<file path="src/rtl/mem_arbiter_if.sv">
// mem_arbiter_if: consumer-side and memory-side handshake bundle for mem_arbiter.
interface mem_arbiter_if #(
    parameter int NUM_CONSUMERS = 4,
    parameter int ADDR_BITS = 8,
    parameter int DATA_BITS = 8
);
    logic [NUM_CONSUMERS-1:0] consumer_read_valid;
    logic [ADDR_BITS*NUM_CONSUMERS-1:0] consumer_read_address_flat;
    logic [NUM_CONSUMERS-1:0] consumer_read_ready;
    logic [DATA_BITS*NUM_CONSUMERS-1:0] consumer_read_data_flat;
    logic [NUM_CONSUMERS-1:0] consumer_write_valid;
    logic [ADDR_BITS*NUM_CONSUMERS-1:0] consumer_write_address_flat;
    logic [DATA_BITS*NUM_CONSUMERS-1:0] consumer_write_data_flat;
    logic [NUM_CONSUMERS-1:0] consumer_write_ready;
    logic mem_read_valid;
    logic [ADDR_BITS-1:0] mem_read_address;
    logic mem_read_ready;
    logic [DATA_BITS-1:0] mem_read_data;
    logic mem_write_valid;
    logic [ADDR_BITS-1:0] mem_write_address;
    logic [DATA_BITS-1:0] mem_write_data;
    logic mem_write_ready;
    logic timeout_err;

    modport master (
        input consumer_read_valid, consumer_read_address_flat, consumer_write_valid,
        input consumer_write_address_flat, consumer_write_data_flat,
        input mem_read_ready, mem_read_data, mem_write_ready,
        output consumer_read_ready, consumer_read_data_flat, consumer_write_ready,
        output mem_read_valid, mem_read_address, mem_write_valid, mem_write_address,
        output mem_write_data, timeout_err
    );

    modport slave (
        output consumer_read_valid, consumer_read_address_flat, consumer_write_valid,
        output consumer_write_address_flat, consumer_write_data_flat,
        output mem_read_ready, mem_read_data, mem_write_ready,
        input consumer_read_ready, consumer_read_data_flat, consumer_write_ready,
        input mem_read_valid, mem_read_address, mem_write_valid, mem_write_address,
        input mem_write_data, timeout_err
    );
endinterface

</file>
<file path="src/rtl/mem_arbiter.sv">
// mem_arbiter: round-robin share of one memory channel, one transaction in flight.
// Define MEM_ARB_TIMEOUT_EN to bound memory wait states by TIMEOUT_CYCLES.
module mem_arbiter #(
    parameter int NUM_CONSUMERS = 4,
    parameter int ADDR_BITS = 8,
    parameter int DATA_BITS = 8,
    parameter int TIMEOUT_CYCLES = 255
) (
    input logic clk,
    input logic reset_n,
    mem_arbiter_if.master bus
);
    localparam int IW = NUM_CONSUMERS > 1 ? $clog2(NUM_CONSUMERS) : 1;

    if (TIMEOUT_CYCLES < 1 || TIMEOUT_CYCLES > 255) begin : g_bad_timeout
        $error("TIMEOUT_CYCLES must be within 1..255");
    end

    typedef enum logic [1:0] {IDLE, READ_WAIT, WRITE_WAIT, RELAY} state_t;

    state_t state;
    logic [IW-1:0] rr_ptr, grant, pick;
    logic found, timed_out;

    function automatic logic [IW-1:0] wrap(input int v);
        return IW'(v % NUM_CONSUMERS);
    endfunction

`ifdef MEM_ARB_TIMEOUT_EN
    logic [7:0] wait_cnt;
    assign timed_out = (state == READ_WAIT || state == WRITE_WAIT) && wait_cnt == 8'(TIMEOUT_CYCLES - 1);
    always_ff @(posedge clk or negedge reset_n)
        if (!reset_n) wait_cnt <= '0;
        else wait_cnt <= (state == READ_WAIT || state == WRITE_WAIT) ? wait_cnt + 8'd1 : 8'd0;
`else
    assign timed_out = 1'b0;
`endif

    // Scan from the farthest offset down so the nearest requester after rr_ptr wins.
    always_comb begin
        pick = '0;
        found = 1'b0;
        for (int k = NUM_CONSUMERS - 1; k >= 0; k--) begin
            if (bus.consumer_read_valid[wrap(int'(rr_ptr) + k)] | bus.consumer_write_valid[wrap(int'(rr_ptr) + k)]) begin
                pick = wrap(int'(rr_ptr) + k);
                found = 1'b1;
            end
        end
    end

    always_ff @(posedge clk or negedge reset_n) begin
        if (!reset_n) begin
            state <= IDLE;
            rr_ptr <= '0;
            grant <= '0;
            bus.mem_read_valid <= 1'b0;
            bus.mem_read_address <= '0;
            bus.mem_write_valid <= 1'b0;
            bus.mem_write_address <= '0;
            bus.mem_write_data <= '0;
            bus.consumer_read_ready <= '0;
            bus.consumer_write_ready <= '0;
            bus.consumer_read_data_flat <= '0;
            bus.timeout_err <= 1'b0;
        end else begin
            case (state)
                IDLE: if (found) begin
                    grant <= pick;
                    if (bus.consumer_read_valid[pick]) begin
                        bus.mem_read_valid <= 1'b1;
                        bus.mem_read_address <= bus.consumer_read_address_flat[int'(pick)*ADDR_BITS +: ADDR_BITS];
                        state <= READ_WAIT;
                    end else begin
                        bus.mem_write_valid <= 1'b1;
                        bus.mem_write_address <= bus.consumer_write_address_flat[int'(pick)*ADDR_BITS +: ADDR_BITS];
                        bus.mem_write_data <= bus.consumer_write_data_flat[int'(pick)*DATA_BITS +: DATA_BITS];
                        state <= WRITE_WAIT;
                    end
                end
                READ_WAIT: if (bus.mem_read_ready || timed_out) begin
                    bus.mem_read_valid <= 1'b0;
                    bus.consumer_read_data_flat[int'(grant)*DATA_BITS +: DATA_BITS] <= bus.mem_read_ready ? bus.mem_read_data : '1;
                    bus.consumer_read_ready[grant] <= 1'b1;
                    bus.timeout_err <= bus.timeout_err | ~bus.mem_read_ready;
                    state <= RELAY;
                end
                WRITE_WAIT: if (bus.mem_write_ready || timed_out) begin
                    bus.mem_write_valid <= 1'b0;
                    bus.consumer_write_ready[grant] <= 1'b1;
                    bus.timeout_err <= bus.timeout_err | ~bus.mem_write_ready;
                    state <= RELAY;
                end
                RELAY: if (|bus.consumer_read_ready ? !bus.consumer_read_valid[grant] : !bus.consumer_write_valid[grant]) begin
                    bus.consumer_read_ready <= '0;
                    bus.consumer_write_ready <= '0;
                    rr_ptr <= wrap(int'(grant) + 1);
                    state <= IDLE;
                end
                default: state <= IDLE;
            endcase
        end
    end
endmodule
</file>
<file path="src/flat_wrapper.sv">
// flat-port wrapper written by rule: the top's interface ports become plain ports
module mem_arbiter_flat 
#(
    parameter int NUM_CONSUMERS = 4,
    parameter int ADDR_BITS = 8,
    parameter int DATA_BITS = 8,
    parameter int TIMEOUT_CYCLES = 255
)
  (clk, reset_n, bus_consumer_read_valid, bus_consumer_read_address_flat, bus_consumer_write_valid, bus_consumer_write_address_flat, bus_consumer_write_data_flat, bus_mem_read_ready, bus_mem_read_data, bus_mem_write_ready, bus_consumer_read_ready, bus_consumer_read_data_flat, bus_consumer_write_ready, bus_mem_read_valid, bus_mem_read_address, bus_mem_write_valid, bus_mem_write_address, bus_mem_write_data, bus_timeout_err);
  mem_arbiter_if #(.NUM_CONSUMERS(NUM_CONSUMERS), .ADDR_BITS(ADDR_BITS), .DATA_BITS(DATA_BITS)) bus_i ();
  input logic clk;
  input logic reset_n;
  input wire logic [$bits(bus_i.consumer_read_valid)-1:0] bus_consumer_read_valid;
  input wire logic [$bits(bus_i.consumer_read_address_flat)-1:0] bus_consumer_read_address_flat;
  input wire logic [$bits(bus_i.consumer_write_valid)-1:0] bus_consumer_write_valid;
  input wire logic [$bits(bus_i.consumer_write_address_flat)-1:0] bus_consumer_write_address_flat;
  input wire logic [$bits(bus_i.consumer_write_data_flat)-1:0] bus_consumer_write_data_flat;
  input wire logic [$bits(bus_i.mem_read_ready)-1:0] bus_mem_read_ready;
  input wire logic [$bits(bus_i.mem_read_data)-1:0] bus_mem_read_data;
  input wire logic [$bits(bus_i.mem_write_ready)-1:0] bus_mem_write_ready;
  output wire logic [$bits(bus_i.consumer_read_ready)-1:0] bus_consumer_read_ready;
  output wire logic [$bits(bus_i.consumer_read_data_flat)-1:0] bus_consumer_read_data_flat;
  output wire logic [$bits(bus_i.consumer_write_ready)-1:0] bus_consumer_write_ready;
  output wire logic [$bits(bus_i.mem_read_valid)-1:0] bus_mem_read_valid;
  output wire logic [$bits(bus_i.mem_read_address)-1:0] bus_mem_read_address;
  output wire logic [$bits(bus_i.mem_write_valid)-1:0] bus_mem_write_valid;
  output wire logic [$bits(bus_i.mem_write_address)-1:0] bus_mem_write_address;
  output wire logic [$bits(bus_i.mem_write_data)-1:0] bus_mem_write_data;
  output wire logic [$bits(bus_i.timeout_err)-1:0] bus_timeout_err;
  assign bus_i.consumer_read_valid = bus_consumer_read_valid;
  assign bus_i.consumer_read_address_flat = bus_consumer_read_address_flat;
  assign bus_i.consumer_write_valid = bus_consumer_write_valid;
  assign bus_i.consumer_write_address_flat = bus_consumer_write_address_flat;
  assign bus_i.consumer_write_data_flat = bus_consumer_write_data_flat;
  assign bus_i.mem_read_ready = bus_mem_read_ready;
  assign bus_i.mem_read_data = bus_mem_read_data;
  assign bus_i.mem_write_ready = bus_mem_write_ready;
  assign bus_consumer_read_ready = bus_i.consumer_read_ready;
  assign bus_consumer_read_data_flat = bus_i.consumer_read_data_flat;
  assign bus_consumer_write_ready = bus_i.consumer_write_ready;
  assign bus_mem_read_valid = bus_i.mem_read_valid;
  assign bus_mem_read_address = bus_i.mem_read_address;
  assign bus_mem_write_valid = bus_i.mem_write_valid;
  assign bus_mem_write_address = bus_i.mem_write_address;
  assign bus_mem_write_data = bus_i.mem_write_data;
  assign bus_timeout_err = bus_i.timeout_err;
  mem_arbiter #(.NUM_CONSUMERS(NUM_CONSUMERS), .ADDR_BITS(ADDR_BITS), .DATA_BITS(DATA_BITS), .TIMEOUT_CYCLES(TIMEOUT_CYCLES)) u_core (.clk(clk), .reset_n(reset_n), .bus(bus_i));
endmodule
</file>
<file path="config.mk">
export PLATFORM = sky130hd
export DESIGN_NAME = mem_arbiter_flat
export DESIGN_NICKNAME = d
export VERILOG_FILES = /design/src/rtl/mem_arbiter_if.sv /design/src/rtl/mem_arbiter.sv /design/src/flat_wrapper.sv
export SDC_FILE = /design/constraint.sdc
export NUM_CORES = 1
export LEC_CHECK = 0
export ABC_AREA = 1
export ABC_CLOCK_PERIOD_IN_PS = 2790
export CAP_MARGIN = 5
export CORE_MARGIN = 5
export CORE_UTILIZATION = 40
export CTS_CLUSTER_SIZE = 20
export DETAILED_ROUTE_END_ITERATION = 7
export HOLD_SLACK_MARGIN = 0.02
export PLACE_DENSITY_LB_ADDON = 0.15
export SLEW_MARGIN = 0
export SYNTH_ARGS = -nofsm -noshare
export SYNTH_HDL_FRONTEND = slang
export SYNTH_SLANG_ARGS = --single-unit
</file>
<file path="constraint.sdc">
create_clock -name clk -period 2.79 [get_ports clk]
set_input_delay 0.4185 -clock clk [delete_from_list [all_inputs] [get_ports clk]]
set_output_delay 0.4185 -clock clk [all_outputs]
set_load 0.05 [all_outputs]
</file>
==> results of run 1 <==
## final timing paths
kind	startpoint	end	slack (ns)
worst max-delay path	u_core.rr_ptr[0]	u_core.bus.mem_write_address[4]	0.34
worst min-delay path	reset_n	u_core.bus.consumer_read_ready[3]	0.18
worst max register to register	u_core.rr_ptr[0]	u_core.bus.mem_write_address[4]	0.34
worst min register to register	u_core.bus.timeout_err	u_core.bus.timeout_err	0.39
max in group asynchronous	reset_n	u_core.bus.mem_read_address[1]	1.97
min in group clk	u_core.bus.timeout_err	u_core.bus.timeout_err	0.39
## per-stage QoR
| stage | cells | util, % |
|---|---|---|
| floorplan | 598 | - |
| global placement | 899 | 58.43 |
| detailed placement | 899 | 58.43 |
| CTS | 915 | 60.14 |
| global route | 915 | 60.14 |
| finish | 915 | 60.14 |
## worst register-to-register path: stages (launching register included)
cell	delay, ns
dfrtp_1	0.63
inv_2	0.16
o21ai_0	0.11
nand2_1	0.10
nand2_1	0.12
nand2_1	0.10
inv_2	0.09
nand2_2	0.07
nand2_4	0.10
nand2_2	0.09
nand2_1	0.08
nand3_2	0.08
nand2_1	0.09
inv_2	0.07
nor2_8	0.21
inv_4	0.13
nand2_1	0.10
nand2_1	0.05
## cell usage after synthesis
cell type | n | share of area [%]
nand2_1 | 160 | 14
nor4_1 | 1 | 0.14
nor3b_1 | 1 | 0.17
nand3b_1 | 1 | 0.17
nand3_2 | 5 | 1.2
buf_4 | 1 | 0.17
nor2_1 | 19 | 1.6
nand2_4 | 1 | 0.26
ha_1 | 13 | 3.7
o21ai_0 | 100 | 12
buf_6 | 3 | 0.78
inv_4 | 1 | 0.14
o21ai_1 | 8 | 0.92
nand3_1 | 58 | 6.7
a21oi_1 | 66 | 7.6
nor2_8 | 1 | 0.46
dfrtp_1 | 73 | 42
clkinv_1 | 1 | 0.086
buf_2 | 9 | 1.0
nand4_1 | 3 | 0.43
inv_1 | 46 | 4.0
nand2_2 | 3 | 0.43
a21boi_4 | 1 | 0.43
buf_1 | 3 | 0.26
clkbuf_1 | 14 | 1.2
o22ai_1 | 1 | 0.14
a31oi_1 | 1 | 0.14
inv_2 | 4 | 0.35
## where the power goes
group / leakage (nW) / switching [mW] / total, mW / internal [mW]
sequential: 0.952 / 0.302 / 1.80 / 1.49
clock: 0.0848 / 0.443 / 0.781 / 0.338
combinational: 1.92 / 3.83 / 5.67 / 1.85
total: 2.96 / 4.57 / 8.25 / 3.68
## state kept, by name, indices dropped and copies added (netlist names)
signal,cells
u_core.state,2
u_core.bus.consumer_read_ready,4
u_core.bus.mem_write_valid,1
u_core.bus.mem_write_address,8
u_core.bus.consumer_read_data_flat,32
u_core.bus.consumer_write_ready,4
u_core.bus.mem_read_valid,1
u_core.bus.timeout_err,1
u_core.grant,2
u_core.bus.mem_read_address,8
u_core.rr_ptr,2
u_core.bus.mem_write_data,8
## cell type report
type | count | area [um^2] | area share, %
flip-flops and latches | 73 | 1827 | 28.27
well taps | 140 | 175.2 | 2.711
clock buffers | 9 | 123.9 | 1.917
repair buffers | 191 | 1912 | 29.58
clock inverters | 7 | 60.06 | 0.9293
multi-input cells | 443 | 2167 | 33.53
inverters | 52 | 197.7 | 3.059
## routing by layer
layer / share of wire [%] / vias up / GRT usage (%)
li1: - / 2333 / -
met1: 40 / 2097 / 25.59
met2: 49 / 202 / 36.42
met3: 10 / 12 / 6.871
met4: 1.3 / 0 / 5.701
met5: 0 / - / 0
## cell usage in the layout (no fill, tap or decap)
cell type / synthesis / routed
a31oi_1: 1 / 1
o21ai_1: 8 / 8
nand3_1: 58 / 58
clkinv_1: 1 / 1
nand2_1: 160 / 160
inv_4: 1 / 1
nor3b_1: 1 / 1
dfrtp_1: 73 / 73
a21boi_4: 1 / 1
nand2_4: 1 / 1
nand4_1: 3 / 3
o21ai_0: 100 / 100
nand3b_1: 1 / 1
clkdlybuf4s50_1: 0 / 181
buf_12: 0 / 2
clkinvlp_4: 0 / 3
nor2_1: 19 / 19
ha_1: 13 / 13
nand2_2: 3 / 3
nand3_2: 5 / 5
inv_2: 4 / 4
clkbuf_8: 0 / 9
inv_6: 0 / 3
nor2_8: 1 / 1
buf_4: 1 / 8
nor4_1: 1 / 1
inv_8: 0 / 1
a21oi_1: 66 / 66
inv_1: 46 / 46
o22ai_1: 1 / 1
## logic make-up (layout without fill, tap and decap cells)
| kind of cell | Yosys count | count (layout) | share of synthesized area (%) |
|---|---|---|---|
| AO/OA/AOI/OAI | 177 | 177 | 20.78 |
| adder cells (fa/ha/maj) | 13 | 13 | 3.746 |
| buffers and inverters | 82 | 259 | 8.011 |
| flip-flops | 73 | 73 | 42.07 |
| AND/OR/NAND/NOR | 253 | 253 | 25.39 |
==> results by group, run 1 <==
Power and ir drop
  – Max VDD drop: 0.0007055 V
  – Overall Power: 8.251 mW
  – Pwr per Cell Area: 1277 nW/um^2
  – Static leakage: 2.959 nW

Critical path
  – Critical-path top delay cell: dfrtp_1
  – Worst Path Required: 3.03 ns
  – Crit-path max cell delay: 0.63 ns
  – Critical path's most frequent cell: nand2_1
  – Worst-path maximum fanout: 17
  – Cell count along the critical path: 17
  – Top Family by Delay on Critical Path: simple AND/OR/NAND/NOR gates
  – Reg2Reg Depth: 17
  – CP Class: reg2reg
  – CP bufs+invs: 4
  – Critical path arrival: 2.69 ns
  – Critical path startpoint category: register
  – Worst-path cell chain: inv_2 -> o21ai_0 -> nand2_1 -> nand2_1 -> nand2_1 -> inv_2 -> nand2_2 -> nand2_4 -> nand2_2 -> nand2_1 -> nand3_2 -> nand2_1 -> inv_2 -> nor2_8 -> inv_4 -> nand2_1 -> nand2_1
  – CP Capture Type: register

Timing
  – RSZ-0062 raised after global routing: false
  – Period utilization: 87.98%
  – Final Critical Period: 2.455 ns
  – Worst Slack Setup Final: 0.3354 ns
  – Slew Viols, Final: 0
  – Slew headroom: 38.60%
  – Measured slew at the worst slew-check pin: 0.9210 ns
  – Fin. Hold Viols: 0
  – Maximum operating frequency: 407.4 MHz
  – Max Clock Skew: 0.02090 ns
  – Final setup viols: 0
  – Worst hold slack: 0.1825 ns
  – Setup TNS: 0 ns

Logic synthesis
  – Distinct cells, synth: 28
  – Mapped Area: 4342 um^2
  – Flops & latches, synth: 73
  – Mapped Cells: 598
  – Warnings, synthesis: 0
  – Post-Syn Area per Cell: 7.260 um^2
  – Synthesized net count: 727
  – Seq/Total Area, Yosys: 42.07%

Route
  – Final ANT Viol Nets: 0
  – Drt initial violations: 227
  – # DRC: 0
  – Final wirelength: 13790 um
  – Wire length per cell: 15.07 um
  – Avg Vias per Cell: 5.075
  – Pre-antenna DRT Iters: 5
  – Via count: 4644

Outcome
  – Outcome: complete, no violations

Placement
  – Gp weighted congestion: 0.9200
  – Number of port buffers: 182
  – DP HPWL: 10730 um
  – Area post-placement: 6279 um^2
  – Dpl ws: 0.1092 ns

Global routing
  – Global-route usage over all layers: 21.20%
  – Total congestion overflow: 0
  – Initial antenna violation count: 0
  – First-pass GRT wire length: 22390 um
  – Largest net degree at the start of global routing: 74
  – Vias in the first global route: 4580

Cells and area
  – Final instance area: 6462 um^2
  – # nets final: 899
  – Filler cell count: 1056
  – Area delta synth->final: 48.85%
  – Ratio of cells with drive above 1 in the final layout: 5.419%
  – Diodes inserted: 0

Floorplan
  – Initial Util: 40.41%
  – Die height: 114.2 um
  – Num rows: 38
  – Core area: 10750 um^2
  – Die Area: 13040 um^2
  – Number of I/O pins: 183
  – Horiz. Die Dim: 114.2 um

Clock tree
  – Htree depth: 3
  – Sink Count: 73
  – Clock slew at reported path FFs: 0.08 ns
  – Num CTS Buffers: 9
  – Root buffer cell: clkbuf_8
  – CTS tree: done
  – CTS Hold Buffers Added: 0
  – Clock Latency Late Sink: 0.35 ns
  – Cts repair resizes: 0
  – Clk buf depth: 2
  – Post-CTS Repair Setup Buffers: 0

Worst hold path
  – Hold Path Class: in2async

Run
  – Max_cap viols: 0
(Power assumes the default switching activity.)
==> run 2: changes to the inputs <==
--- a/config.mk
+++ b/config.mk
@@ -13,7 +13,7 @@
 export CTS_CLUSTER_SIZE = 20
 export DETAILED_ROUTE_END_ITERATION = 7
 export HOLD_SLACK_MARGIN = 0.02
-export PLACE_DENSITY_LB_ADDON = 0.15
+export PLACE_DENSITY = 0.76
 export SLEW_MARGIN = 0
 export SYNTH_ARGS = -nofsm -noshare
 export SYNTH_HDL_FRONTEND = slang
==> run 2 against run 1 <==
Compared with the run above: first-iteration DRC count up 52%; worst setup slack better by 0.11 ns; fmax rose by 4.5%; via count is 1.7% higher; non-clock buffer count stayed put; die area stayed put; cell area grew 1.4%; cell count unchanged; combinational power rose by 2%; clock skew down 0.0094 ns; largest power group unchanged.
==> results by group, run 2 (same netlist as run 1, synthesis figures left out) <==
Outcome
  – Outcome: complete, no violations

Clock tree
  – Clock Latency Late Sink: 0.37 ns
  – Sink Count: 73
  – CTS tree: done
  – Post-CTS Repair Setup Buffers: 0
  – Clock slew at reported path FFs: 0.08 ns
  – Root buffer cell: clkbuf_8
  – Htree depth: 3
  – Clk buf depth: 2
  – Cts repair resizes: 0
  – CTS Hold Buffers Added: 0
  – Num CTS Buffers: 9

Route
  – Avg Vias per Cell: 5.160
  – Final wirelength: 14280 um
  – Wire length per cell: 15.61 um
  – Pre-antenna DRT Iters: 5
  – Highest Signal Layer: met4
  – DR WL met2: 6644 um
  – M1 WL: 6080 um
  – # DRC: 0
  – Final ANT Viol Nets: 0
  – Met3 wire len: 1250 um
  – Via count: 4721
  – Drt initial violations: 344

Timing
  – Final Critical Period: 2.348 ns
  – Period utilization: 84.16%
  – Setup TNS: 0 ns
  – Maximum operating frequency: 425.9 MHz
  – Slew headroom: 41.05%
  – Fin. Hold Viols: 0
  – RSZ-0062 raised after global routing: false
  – Max Clock Skew: 0.01145 ns
  – Slew Viols, Final: 0
  – Final setup viols: 0
  – Measured slew at the worst slew-check pin: 0.8842 ns

Run
  – Max_cap viols: 0

Cells and area
  – Ratio of cells with drive above 1 in the final layout: 5.548%
  – Area delta synth->final: 50.95%
  – Max reg flops: 32
  – Commonest non-fill, non-tap cell in the layout: clkdlybuf4s50_1
  – Diodes inserted: 0
  – Register with the most flip-flops: u_core.bus.consumer_read_data_flat
  – Most frequent cells in the layout: clkdlybuf4s50_1 (181), nand2_1 (160), o21ai_0 (100)
  – # nets final: 899
  – Final core occ: 60.99%

Floorplan
  – Horiz. Die Dim: 114.2 um
  – Die height: 114.2 um
  – Core area: 10750 um^2
  – Die Area: 13040 um^2
  – Num rows: 38
  – Number of I/O pins: 183
  – Initial Util: 40.41%

Critical path
  – Reg2Reg Depth: 17
  – CP Class: in2reg
  – R2r setup slk: 0.45 ns
  – Worst Path Required: 3.04 ns
  – Worst-path maximum fanout: 17
  – RR Endpoint: u_core.bus.mem_write_address[1]
  – CP Launch Point: bus_consumer_read_valid[2]
  – Critical path startpoint category: input pin
  – Critical path arrival: 2.60 ns
  – CP Capture Type: register
  – Setup crit end: u_core.bus.mem_write_address[1]
  – Reg2reg start: u_core.rr_ptr[0]

Power and ir drop
  – Max VDD drop: 0.001008 V
  – Pwr per Cell Area: 1317 nW/um^2
  – Static leakage: 3.006 nW

Global routing
  – Largest net degree at the start of global routing: 74
  – Vias in the first global route: 4653
  – Initial antenna violation count: 0
  – First-pass GRT wire length: 22810 um
  – Global-route usage over all layers: 21.71%
  – Total congestion overflow: 0

Placement
  – DP HPWL: 11070 um
  – Gp weighted congestion: 0.8961
  – Number of port buffers: 182

Worst hold path
  – Hold Path Class: in2async
run 2: metal layers:
layer / track usage, % / vias up
met4: 7.363 / 0
met5: 0 / -
li1: - / 2329
met1: 28.31 / 2165
met3: 5.867 / 18
met2: 34.93 / 209
run 2: area by class of cell:
class,count,area (um^2)
Timing Repair Buffer,191,1937
Inverter,52,197.7
Clock inverter,7,125.1
Clock buffer,9,123.9
Sequential cell,73,1828
Tap cell,140,175.2
Fill cell,959,4192
Multi-Input combinational cell,443,2167
run 2: worst min-delay path by stage:
stage | start | end | slack, ns | depth (start not counted)
4_1_cts | reset_n | u_core.bus.consumer_read_data_flat[14] | 0.20 | 1
3_3_place_gp | u_core.bus.timeout_err | u_core.bus.timeout_err | 0.38 | 0
2_1_floorplan | reset_n | u_core.bus.consumer_read_data_flat[0] | 0.12 | 0
6_report | reset_n | u_core.bus.consumer_read_data_flat[7] | 0.18 | 1
3_5_place_dp | u_core.bus.timeout_err | u_core.bus.timeout_err | 0.38 | 0
5_1_grt | reset_n | u_core.bus.consumer_read_data_flat[10] | 0.28 | 1
run 2: critical path, cell delays in order:
cell	delay, ns
clkdlybuf4s50_1	0.57
inv_1	0.08
nand3_1	0.14
nand3_2	0.10
nand2_1	0.10
nand2_1	0.10
nand3_2	0.14
nand2_2	0.12
nand2_1	0.07
nand3_1	0.10
nand2_1	0.11
inv_2	0.07
nor2_8	0.21
inv_4	0.13
nand2_1	0.09
nand2_1	0.05
run 2: per-stage QoR:
| stage | std cells | power [mW] | worst slack, ns | area (um^2) | hold WS [ns] |
|---|---|---|---|---|---|
| 2_1_floorplan | 598 | 5.753 | 0.8618 | 4342 | 0.1229 |
| 3_3_place_gp | 899 | 7.500 | 0.1414 | 6304 | 0.3766 |
| 3_5_place_dp | 899 | 7.591 | 0.08646 | 6304 | 0.3789 |
| 4_1_cts | 915 | 8.656 | 0.2946 | 6553 | 0.2046 |
| 5_1_grt | 915 | 9.257 | 0.1728 | 6554 | 0.2787 |
| 6_report | 915 | 8.632 | 0.4419 | 6554 | 0.1844 |
run 2: where the power goes:
part	switching (mW)	internal (mW)
logic	3.87	1.91
registers	0.314	1.50
clock network	0.440	0.605
==> run 3: changes to the inputs <==
--- a/config.mk
+++ b/config.mk
@@ -6,7 +6,7 @@
 export NUM_CORES = 1
 export LEC_CHECK = 0
 export ABC_AREA = 1
-export ABC_CLOCK_PERIOD_IN_PS = 2790
+export ABC_CLOCK_PERIOD_IN_PS = 2300
 export CAP_MARGIN = 5
 export CORE_MARGIN = 5
 export CORE_UTILIZATION = 40
==> constraint.sdc (replaced) <==
create_clock -name clk -period 2.3 [get_ports clk]
set_input_delay 0.345 -clock clk [delete_from_list [all_inputs] [get_ports clk]]
set_output_delay 0.345 -clock clk [all_outputs]
set_load 0.05 [all_outputs]
==> run 3 against run 2 <==
Compared with the run above: cell area increased by 4.8%; core utilization increased by 3.0 points; sequential share of layout area decreased by 1.3 points; non-clock buffer count increased by 27; power increased by 31%; die area unchanged; critical path type unchanged; critical endpoint is now u_core.bus.mem_write_data[2]; largest power group unchanged.
==> results by group, run 3 (same netlist as run 1, synthesis figures left out) <==
Outcome
  – Outcome: complete, no violations

Route
  – Wire length per cell: 15.83 um
  – Final wirelength: 14950 um
  – Pre-antenna DRT Iters: 5
  – Avg Vias per Cell: 5.212
  – Final ANT Viol Nets: 0
  – # DRC: 0
  – Via count: 4920
  – Drt initial violations: 316

Clock tree
  – Htree depth: 3
  – Clock Latency Late Sink: 0.35 ns
  – Sink Count: 73
  – CTS Hold Buffers Added: 0
  – Clock slew at reported path FFs: 0.08 ns
  – Clk buf depth: 2
  – Num CTS Buffers: 9
  – CTS tree: done
  – Root buffer cell: clkbuf_8

Power and ir drop
  – Max VDD drop: 0.0009182 V
  – Pwr per Cell Area: 1648 nW/um^2
  – Static leakage: 3.182 nW

Timing
  – Final setup viols: 0
  – Measured slew at the worst slew-check pin: 0.9095 ns
  – Final Critical Period: 2.176 ns
  – Period utilization: 94.59%
  – Slew headroom: 39.37%
  – Max Clock Skew: 0.01551 ns
  – Maximum operating frequency: 459.6 MHz
  – Fin. Hold Viols: 0
  – Setup TNS: 0 ns
  – Slew Viols, Final: 0
  – Worst hold slack: 0.1131 ns

Cells and area
  – Max reg flops: 32
  – Area delta synth->final: 58.27%
  – Ratio of cells with drive above 1 in the final layout: 9.328%
  – Diodes inserted: 0
  – # nets final: 928
  – Commonest non-fill, non-tap cell in the layout: clkdlybuf4s50_1
  – Register with the most flip-flops: u_core.bus.consumer_read_data_flat
  – Most frequent cells in the layout: clkdlybuf4s50_1 (180), nand2_1 (158), o21ai_0 (98)

Floorplan
  – Number of I/O pins: 183
  – Num rows: 38
  – Die height: 114.2 um
  – Initial Util: 40.41%
  – Die Area: 13040 um^2
  – Horiz. Die Dim: 114.2 um
  – Core area: 10750 um^2

Placement
  – Number of port buffers: 182
  – DP HPWL: 11670 um
  – Gp weighted congestion: 0.9437

Critical path
  – Reg2reg start: u_core.rr_ptr[0]
  – Worst-path maximum fanout: 20
  – Critical path startpoint category: input pin
  – Worst Path Required: 2.54 ns
  – R2r setup slk: 0.14 ns
  – Worst-path cell chain: clkdlybuf4s50_1 -> o21ai_1 -> nand2_1 -> nand2_1 -> nand2_1 -> inv_2 -> nand2_2 -> nand2_4 -> nand2_4 -> buf_4 -> clkbuf_16 -> nand2_1 -> a21oi_1 -> o21ai_0 -> nand2_1
  – Crit-path max cell delay: 0.48 ns
  – CP Capture Type: register
  – RR Endpoint: u_core.bus.mem_write_data[2]
  – Critical path's most frequent cell: nand2_1
  – Critical-path top delay cell: clkdlybuf4s50_1
  – Critical path arrival: 2.41 ns
  – CP Class: in2reg
  – Reg2Reg Depth: 15

Global routing
  – Initial antenna violation count: 0
  – Largest net degree at the start of global routing: 74
  – First-pass GRT wire length: 23540 um
  – Total congestion overflow: 0
  – Global-route usage over all layers: 22.21%
  – Vias in the first global route: 4858

Run
  – Max_cap viols: 0

Worst hold path
  – Hold Path Class: in2async
[run 3: changes by cell type in the layout (fill, tap and decap cells not counted), sizes merged]
cell / delta
clkbuf: +2
inv: -1
clkdlybuf4s50: -1
buf: +26
nor2: +2
dlymetal6s2s: +1
[run 3: report_power, final]
part	internal, mW	total (mW)	switching, mW	leakage (nW)
Sequential	1.81	2.16	0.346	0.952
Clock	0.727	1.23	0.500	0.121
Combinational	2.94	7.94	5.00	2.11
[run 3: cell type report]
cell class                      count  area (um^2)
Sequential cell                    73         1827
Clock inverter                      6        112.6
Timing Repair Buffer              218         2217
Tap cell                          140        175.2
Clock buffer                       10        127.6
Fill cell                         978         3874
Multi-Input combinational cell    445         2210
Inverter                           52        202.7
[run 3: worst max-delay path, delay by kind of cell]
family | cells | cell delay (ns)
simple gates | 8 | 0.67
compound gates | 3 | 0.50
buf+inv | 4 | 0.88
[run 3: timing repair]
item	CTS	global route
setup endpoints to repair	0	27
buffers inserted	0	1
resized for setup	0	13
[run 3: metrics by stage]
| step | area [um^2] | worst slack, ns | util (%) | std cells | total power, mW |
|---|---|---|---|---|---|
| after floorplan | 4342 | 0.3718 | - | 598 | 6.979 |
| after global placement | 6541 | -0.2101 | 60.88 | 924 | 9.608 |
| after detailed placement | 6541 | -0.3238 | 60.88 | 924 | 9.745 |
| after CTS | 6782 | 0.04291 | 63.11 | 940 | 11.01 |
| after global routing | 6872 | -0.0007114 | 63.95 | 944 | 12.13 |
| final | 6872 | 0.1244 | 63.95 | 944 | 11.33 |
[run 3: layer usage]
metal	up-vias	GRT usage [%]	part of all wire, %
met5	-	0	0
met4	0	7.522	2.3
met3	25	5.021	8.4
met2	232	37.47	49
met1	2276	28.13	41
li1	2387	-	-
[run 3: worst max-delay path by stage]
| stage | slack (ns) | start | end | depth (start not counted) |
|---|---|---|---|---|
| final | 0.12 | bus_consumer_read_valid[1] | u_core.bus.mem_write_data[2] | 15 |
| after global routing | -0.0007 | u_core.rr_ptr[0] | u_core.bus.mem_write_data[6] | 17 |
| after CTS | 0.04 | bus_consumer_read_valid[2] | u_core.bus.mem_write_data[3] | 16 |
| after detailed placement | -0.32 | bus_consumer_read_valid[2] | u_core.bus.mem_write_data[3] | 16 |
| after global placement | -0.21 | bus_consumer_read_valid[2] | u_core.bus.mem_write_data[2] | 14 |
| after floorplan | 0.37 | u_core.rr_ptr[0] | u_core.bus.mem_write_address[6] | 18 |
